$ cat config.mk
export PLATFORM = sky130hd
export DESIGN_NAME = count_date
export DESIGN_NICKNAME = d
export VERILOG_FILES = /design/src/rtl/count_date.sv
export SDC_FILE = /design/constraint.sdc
export NUM_CORES = 1
export LEC_CHECK = 0
export CORE_AREA = 2 2 96 98
export DETAILED_ROUTE_END_ITERATION = 8
export DIE_AREA = 0 0 98 100
export PLACE_DENSITY = 0.68
export SLEW_MARGIN = 0
export SYNTH_ARGS = -nofsm -noshare
export SYNTH_HDL_FRONTEND = slang
export SYNTH_SLANG_ARGS = --single-unit
export TNS_END_PERCENT = 20
$ cat constraint.sdc
create_clock -name clk -period 13.6 [get_ports clk]
set_input_delay 4.08 -clock clk [delete_from_list [all_inputs] [get_ports clk]]
set_output_delay 4.08 -clock clk [all_outputs]
set_load 0.05 [all_outputs]
$ cat src/rtl/count_date.sv
// rtl/count_date.sv - BCD day/month/year calendar stage with leap years, manual set and century carry.
module count_date #(
  parameter int DIGIT_W     = 4,
  parameter int DAY_TEN_W   = 2,
  parameter int MONTH_TEN_W = 1
) (
  input  logic                   clk,
  input  logic                   rst_n,
  input  logic                   en_d,
  input  logic                   up,
  input  logic                   down,
  input  logic [1:0]             sel,
  output logic [DIGIT_W-1:0]     day_unit,
  output logic [DAY_TEN_W-1:0]   day_ten,
  output logic [DIGIT_W-1:0]     month_unit,
  output logic [MONTH_TEN_W-1:0] month_ten,
  output logic [DIGIT_W-1:0]     year_unit,
  output logic [DIGIT_W-1:0]     year_ten,
  output logic                   pulse_c
);

  typedef logic [6:0] v7_t;

  logic [DIGIT_W-1:0]     day_unit_q, day_unit_d, month_unit_q, month_unit_d;
  logic [DIGIT_W-1:0]     year_unit_q, year_unit_d, year_ten_q, year_ten_d;
  logic [DAY_TEN_W-1:0]   day_ten_q, day_ten_d;
  logic [MONTH_TEN_W-1:0] month_ten_q, month_ten_d;

  v7_t  day_b, month_b, year_b, dim_cur, dim_new;
  v7_t  day_n, month_n, year_n, yt_n, yu_n, day_t, day_u, mon_t, mon_u;
  logic leap_cur, leap_n, inc, dec;

  function automatic logic is_leap(input logic [DIGIT_W-1:0] ten, input logic [DIGIT_W-1:0] unit);
    if (!ten[0]) return (unit == DIGIT_W'(0)) || (unit == DIGIT_W'(4)) || (unit == DIGIT_W'(8));
    else         return (unit == DIGIT_W'(2)) || (unit == DIGIT_W'(6));
  endfunction

  function automatic v7_t dim_f(input v7_t month, input logic leap);
    case (month)
      7'd2:                    return leap ? 7'd29 : 7'd28;
      7'd4, 7'd6, 7'd9, 7'd11: return 7'd30;
      default:                 return 7'd31;
    endcase
  endfunction

  // Arithmetic is done on binary copies of the fields; BCD is only the storage format.
  always_comb begin
    day_b    = 7'(day_ten_q) * 7'd10 + 7'(day_unit_q);
    month_b  = 7'(month_ten_q) * 7'd10 + 7'(month_unit_q);
    year_b   = 7'(year_ten_q) * 7'd10 + 7'(year_unit_q);
    leap_cur = is_leap(year_ten_q, year_unit_q);
    dim_cur  = dim_f(month_b, leap_cur);
    inc      = up && !down;
    dec      = down && !up;
    day_n    = day_b;
    month_n  = month_b;
    year_n   = year_b;
    if (en_d) begin
      if (day_b < dim_cur) begin
        day_n = day_b + 7'd1;
      end else begin
        day_n = 7'd1;
        if (month_b < 7'd12) begin
          month_n = month_b + 7'd1;
        end else begin
          month_n = 7'd1;
          year_n  = (year_b == 7'd99) ? 7'd0 : year_b + 7'd1;
        end
      end
    end else begin
      case (sel)
        2'd0: begin
          if (inc)      day_n = (day_b >= dim_cur) ? 7'd1 : day_b + 7'd1;
          else if (dec) day_n = (day_b <= 7'd1) ? dim_cur : day_b - 7'd1;
        end
        2'd1: begin
          if (inc)      month_n = (month_b >= 7'd12) ? 7'd1 : month_b + 7'd1;
          else if (dec) month_n = (month_b <= 7'd1) ? 7'd12 : month_b - 7'd1;
        end
        2'd2: begin
          if (inc)      year_n = (year_b >= 7'd99) ? 7'd0 : year_b + 7'd1;
          else if (dec) year_n = (year_b == 7'd0) ? 7'd99 : year_b - 7'd1;
        end
        default: ;
      endcase
    end
    yt_n    = year_n / 7'd10;
    yu_n    = year_n % 7'd10;
    leap_n  = is_leap(yt_n[DIGIT_W-1:0], yu_n[DIGIT_W-1:0]);
    dim_new = dim_f(month_n, leap_n);
    if (!en_d && (sel == 2'd1 || sel == 2'd2) && day_n > dim_new) day_n = dim_new;
    day_t        = day_n / 7'd10;
    day_u        = day_n % 7'd10;
    mon_t        = month_n / 7'd10;
    mon_u        = month_n % 7'd10;
    day_ten_d    = day_t[DAY_TEN_W-1:0];
    day_unit_d   = day_u[DIGIT_W-1:0];
    month_ten_d  = mon_t[MONTH_TEN_W-1:0];
    month_unit_d = mon_u[DIGIT_W-1:0];
    year_ten_d   = yt_n[DIGIT_W-1:0];
    year_unit_d  = yu_n[DIGIT_W-1:0];
  end

  always_ff @(posedge clk or negedge rst_n) begin
    if (!rst_n) begin
      day_ten_q    <= '0;
      day_unit_q   <= DIGIT_W'(1);
      month_ten_q  <= '0;
      month_unit_q <= DIGIT_W'(1);
      year_ten_q   <= '0;
      year_unit_q  <= '0;
    end else begin
      day_ten_q    <= day_ten_d;
      day_unit_q   <= day_unit_d;
      month_ten_q  <= month_ten_d;
      month_unit_q <= month_unit_d;
      year_ten_q   <= year_ten_d;
      year_unit_q  <= year_unit_d;
    end
  end

  assign pulse_c    = en_d && (day_b == dim_cur) && (month_b == 7'd12) && (year_b == 7'd99);
  assign day_ten    = day_ten_q;
  assign day_unit   = day_unit_q;
  assign month_ten  = month_ten_q;
  assign month_unit = month_unit_q;
  assign year_ten   = year_ten_q;
  assign year_unit  = year_unit_q;

endmodule

* Word level (Yosys, flattened, before mapping)
Index checks and enable logic that the tools add are counted.
** Word-level totals
- Flip-flop bits (word level) :: 19
- Output and inout port bits :: 20
- Input bits :: 7
- Logic and storage cells :: 109
** Cells by class
- $mul :: 3
- Divide/modulo/power cells :: 6
- Reduce and logical (&&, ||, !) cells :: 23
- Mux-type cells :: 31
- Order comparisons :: 8
- Eq/ne operators :: 23
- $add $sub $neg :: 9
** Operators by type and width (number)
- 7-bit two-way mux :: 25
- 7-bit by 4-bit divider with 7-bit output, second input constant :: 3
- 7-bit by 4-bit remainder unit with 7-bit output, second input constant :: 3
- 6-bit by 4-bit equality test with 1-bit output, second input constant :: 3
- 4-bit by 3-bit equality test with 1-bit output, second input constant :: 4
- 7-bit by 1-bit adder with 7-bit output, second input constant :: 2
- 7-bit by 3-bit equality test with 1-bit output, second input constant :: 2
- 7-bit by 4-bit equality test with 1-bit output, second input constant :: 2
- 7-bit by 1-bit subtractor with 7-bit output, second input constant :: 2
- 6-bit by 3-bit equality test with 1-bit output, second input constant :: 2
- 4-bit by 2-bit equality test with 1-bit output, second input constant :: 2
- 4-bit equality test, second input constant :: 2
- 4-bit zero test :: 2
- 2-bit case mux with 2 select lines :: 2
- 4-bit OR reduction :: 2
- 6-bit by 1-bit adder with 7-bit output, second input constant :: 1
- 6-bit by 4-bit adder with 7-bit output :: 1
- 7-bit by 4-bit adder with 7-bit output :: 1
- 7-bit by 2-bit equality test with 1-bit output, second input constant :: 1
- 7-bit equality test :: 1
- 7-bit equality test, second input constant :: 1
- 7-bit >= comparator :: 1
- 7-bit >= comparator, second input constant :: 1
- 7-bit greater-than comparator :: 1
- 19 further kinds :: 36

* Longest topological paths before layout
- Depth in word-level cells :: 20
- Mapped depth :: 43
- Depth with buffers taken out :: 40

* Worst setup path before layout
Ideal clock, no wire load.
- Path type :: input-to-output
- Start :: in en_d
- End :: out pulse_c
- Data arrival time :: 6.737 ns
- Required time :: 9.520 ns
- Buffers on the path :: 4
- Setup slack :: 2.783 ns
- Stages :: 6
- Cells stage by stage :: clkbuf_1 > clkbuf_1 > clkbuf_1 > clkbuf_1 > nand4_1 > nor4_1
** On the way
- Longest elaborated chain between the ends :: 3
** Ends and longest elaborated chain
- start, declared :: RTL line 9 : input logic en_d,
- 1-bit logical AND (3 in a row) :: RTL line 122 : assign pulse_c = en_d && (day_b == dim_cur) && (month_b == 7'd12) && (year_b == 7'd99);
- end, declared :: RTL line 19 : output logic pulse_c
Every way passes these cells.

* Worst setup path after layout
- Start :: in up
- End :: reg day_unit_q[1] (netlist: day_unit[1])
** On the way
- Longest elaborated chain between the ends :: 17
- Elaborated cells on any way between the ends :: 38
- Those cells by class :: 3 x div; 1 x order compare; 9 x eq/ne; 16 x mux; 9 x reduce/logical
** Ends and longest elaborated chain
- start, declared :: RTL line 10 : input logic up,
- 1-bit zero test :: RTL line 54 : dec = down && !up;
- 1-bit logical AND :: RTL line 54
- 7-bit two-way mux :: RTL line 82 : else if (dec) year_n = (year_b == 7'd0) ? 7'd99 : year_b - 7'd1;
- 7-bit two-way mux :: RTL line 81 : if (inc) year_n = (year_b >= 7'd99) ? 7'd0 : year_b + 7'd1;
- 7-bit two-way mux :: RTL line 71 : case (sel)
- 7-bit two-way mux :: RTL line 58 : if (en_d) begin
- 7-bit by 4-bit remainder unit with 7-bit output :: RTL line 88 : yu_n = year_n % 7'd10;
- 4-bit by 3-bit equality test with 1-bit output / 4-bit zero test (equally long branches) :: RTL line 34 : if (!ten[0]) return (unit == DIGIT_W'(0)) || (unit == DIGIT_W'(4)) || (unit == DIGIT_W'(8));
- 1-bit logical OR (2 in a row) :: RTL line 34
- 1-bit two-way mux :: RTL line 34
- 1-bit two-way mux :: RTL line 40 : 7'd2: return leap ? 7'd29 : 7'd28;
- 2-bit case mux with 2 select lines :: RTL line 39 : case (month)
- 7-bit greater-than comparator :: RTL line 91 : if (!en_d && (sel == 2'd1 || sel == 2'd2) && day_n > dim_new) day_n = dim_new;
- 1-bit logical AND :: RTL line 91
- 7-bit two-way mux * :: RTL line 91
- 7-bit by 4-bit remainder unit with 7-bit output * :: RTL line 93 : day_u = day_n % 7'd10;
- named net day_u[1] :: RTL line 30 : v7_t day_n, month_n, year_n, yt_n, yu_n, day_t, day_u, mon_t, mon_u;
- end signal, assigned :: RTL line 114 : day_unit_q <= day_unit_d;
- end, declared :: RTL line 24 : logic [DIGIT_W-1:0] day_unit_q, day_unit_d, month_unit_q, month_unit_d;
Mark *: on every way through the listed nets, which the timed path passes. The rest lies on a longest branch.

==> key figures <==
Run status
  • Status: finished, final reports clean

Synthesis
  • Post-synthesis net count: 626
  • Distinct cells, synth: 90
  • Async S/R FF share, synth: 100%
  • Sequential fraction of the synthesis area: 11.2%
  • Number of flops mapped to enable cells by yosys: 0
  • Yosys warnings: 0
  • Post-synthesis register bit count: 19
  • Most common flop cell mapped by yosys: dfrtp_1
  • Yosys top cell area share: 10.8%
  • Cell accounting for the most synthesized area: ha_1
  • Mapped Cells: 579
  • Area contributors post-synth: ha_1, dfrtp_1, o21ai_0
  • Synthesized cell area: 0.00427 sq mm
  • Post-synthesis average cell area: 7.37 sq um

Clocking
  • CTS root buf: clkbuf_8
  • Post-CTS Hold Fix Bufs: 0
  • Post-CTS Setup Inserts: 0
  • Worst skew pair latency: 0.27 ns
  • H-tree level count: 1
  • Num CTS Buffers: 3
  • Clk sink count: 19
  • CTS tree: done
  • CTS Buffer Depth: 2
  • # resized after CTS: 0
  • Clock transition at path regs: 0.09 ns

STA
  • Setup violators final: 0
  • Final period utilization: 89.2%
  • Worst Tran Pin Value: 0.934 ns
  • Max-slew headroom: 37.5%
  • Post-route minimum period: 12.13 ns
  • Aggregate negative setup slack: 0 ns
  • F_max: 82.4 MHz
  • Max-slew violation count: 0
  • Layout Skew: 0.00787 ns
  • RSZ-0062 raised after global routing: false
  • Final hold viol count: 0

Routing
  • DR WL/cell: 18.4 um
  • Post-Route WL: 12800 um
  • Via/cell ratio: 6.81
  • DRT iter0 DRCs: 495
  • Drt pass-1 iters: 5
  • Vias: 4738
  • DRC: 0
  • Antenna-violating nets left: 0

Final layout
  • Design Area, Final: 0.00461 sq mm
  • Final Core Density: 51.9%
  • Syn-to-layout area delta: 8.09%
  • ANT cells: 0
  • Share of cells above drive strength 1: 7.01%
  • Final non-filler cell total: 696
  • Final #Nets: 633

Hold path
  • Worst Min Path Start: month_unit[0]
  • Hold Path Class: register to register

GRT
  • Number of global-route vias before repair: 4266
  • Pin count of the biggest net entering global routing: 36
  • Global-route wire length before repair: 21000 um
  • Antenna violations before repair: 0
  • GR Util All Layers: 25.7%
  • GR Overflow Total: 0

Floorplanning
  • Number of cell rows: 35
  • Die ar.: 0.00980 sq mm
  • Core Area: 0.00889 sq mm
  • I/O pins: 27
  • Die width: 98 um
  • Initial Utilization: 48.0%
  • Die Y: 100 um

Setup path
  • Start point of the critical path: up
  • Crit path DAT: 12.33 ns
  • Setup CP Type: input port to register
  • Peak fanout along the critical path: 23
  • CP max stage delay: 0.95 ns
  • Worst setup SP type: input port
  • Worst endpoint required time: 13.80 ns
  • Worst reg2reg path startpoint: month_ten
  • Most frequent CP cell: ha_1
  • Slowest CP cell: clkdlybuf4s50_1
  • Worst Setup End Kind: register

Place
  • Area after DPL: 0.00457 sq mm
  • Placed insts: 692
  • RePlAce Congestion: 0.992
  • Hpwl dp: 9710 um
  • Port bufs: 26

Flow run
  • MaxCap Viol Count: 0
## worst paths after layout
| path | endpoint | slack (ns) | cells past startpoint |
|---|---|---|---|
| worst max-delay path | day_unit[1] | 1.47 | 30 |
| worst min-delay path | month_unit[0] | 0.95 | 2 |
| worst max register to register | day_unit[1] | 3.83 | 38 |
| worst min register to register | month_unit[0] | 0.95 | 2 |
| max in group asynchronous | year_ten[3] | 8.70 | 1 |
| min in group asynchronous | month_unit[2] | 4.32 | 1 |
## cells in the mapped netlist, types with 5 or more instances
| cell | number |
|---|---|
| a211oi_1 | 7 |
| a21o_1 | 9 |
| a21oi_1 | 38 |
| a31oi_1 | 11 |
| and2_1 | 5 |
| and3_1 | 8 |
| buf_2 | 5 |
| clkbuf_1 | 17 |
| dfrtp_1 | 17 |
| ha_1 | 37 |
| inv_1 | 33 |
| mux2i_1 | 8 |
| nand2_1 | 43 |
| nand2b_1 | 7 |
| nand3_1 | 31 |
| nand4_1 | 15 |
| nor2_1 | 43 |
| nor2b_1 | 11 |
| nor3_1 | 20 |
| nor4_1 | 5 |
| o211ai_1 | 10 |
| o21ai_0 | 42 |
| o31ai_1 | 7 |
| or2_2 | 6 |
| or3_1 | 7 |
| xnor2_1 | 18 |
| xor2_1 | 6 |
## cell type report
type / count / area [sq um]
multi-input combinational: 502 / 3560
timing repair buffer: 27 / 268
inverter: 33 / 124
clock inverter: 1 / 5.00
tap: 111 / 139
sequential: 19 / 478
clock buffer: 3 / 41.3
fill: 881 / 4280
## stage by stage
stage | setup slack, ns | hold slack, ns
6_report | 1.47 | 0.949
5_1_grt | 0.722 | 0.978
4_1_cts | 1.53 | 0.914
3_5_place_dp | 1.27 | 0.895
3_3_place_gp | 1.68 | 0.888
2_1_floorplan | 2.78 | 0.822
## state kept, by name (all words and copies together), names as in the netlist
signal      flops
day_ten         2
day_unit        4
month_ten       1
month_unit      4
year_ten        4
year_unit       4
## routing by layer
metal / vias to the layer above / track usage [%] / wire (um)
met1: 2201 / 35.6 / 5610
met3: 34 / 3.27 / 1150
met2: 272 / 40.9 / 5730
met4: 0 / 9.94 / 350
li1: 2231 / - / -
met5: - / 0 / 0
## layout by cell type, fill, tap and decap left out, types with 15 or more instances in the layout
master | Yosys | final
nor3_1 | 20 | 20
ha_1 | 37 | 37
dfrtp_1 | 17 | 17
inv_1 | 33 | 33
a21oi_1 | 38 | 38
xnor2_1 | 18 | 18
nand4_1 | 15 | 15
nor2_1 | 43 | 43
clkdlybuf4s50_1 | 0 | 26
o21ai_0 | 42 | 42
nand3_1 | 31 | 31
nand2_1 | 43 | 43
## cell families (layout without fill, tap and decap cells)
logic type,after synthesis,count (layout),share of synthesized area (%)
buffers and inverters,58,64,5.42
xor gates and xnor gates,26,26,5.86
and+or+nand+nor,217,217,26.2
adders and majority gates,41,41,12.5
muxes,12,12,3.02
DFF,19,19,11.2
AOI/OAI and AO/OA,206,206,35.8
## critical path: cells and delay by family
family	cells	cell delay, ns
xor+xnor	2	0.29
buf+inv	2	1.02
simple gates	10	2.97
fa+ha+maj	4	1.09
compound gates	12	2.84
Power is left out: the tool's default activity adds up to more than one toggle a clock period on the data nets, which glitch-free logic cannot reach.
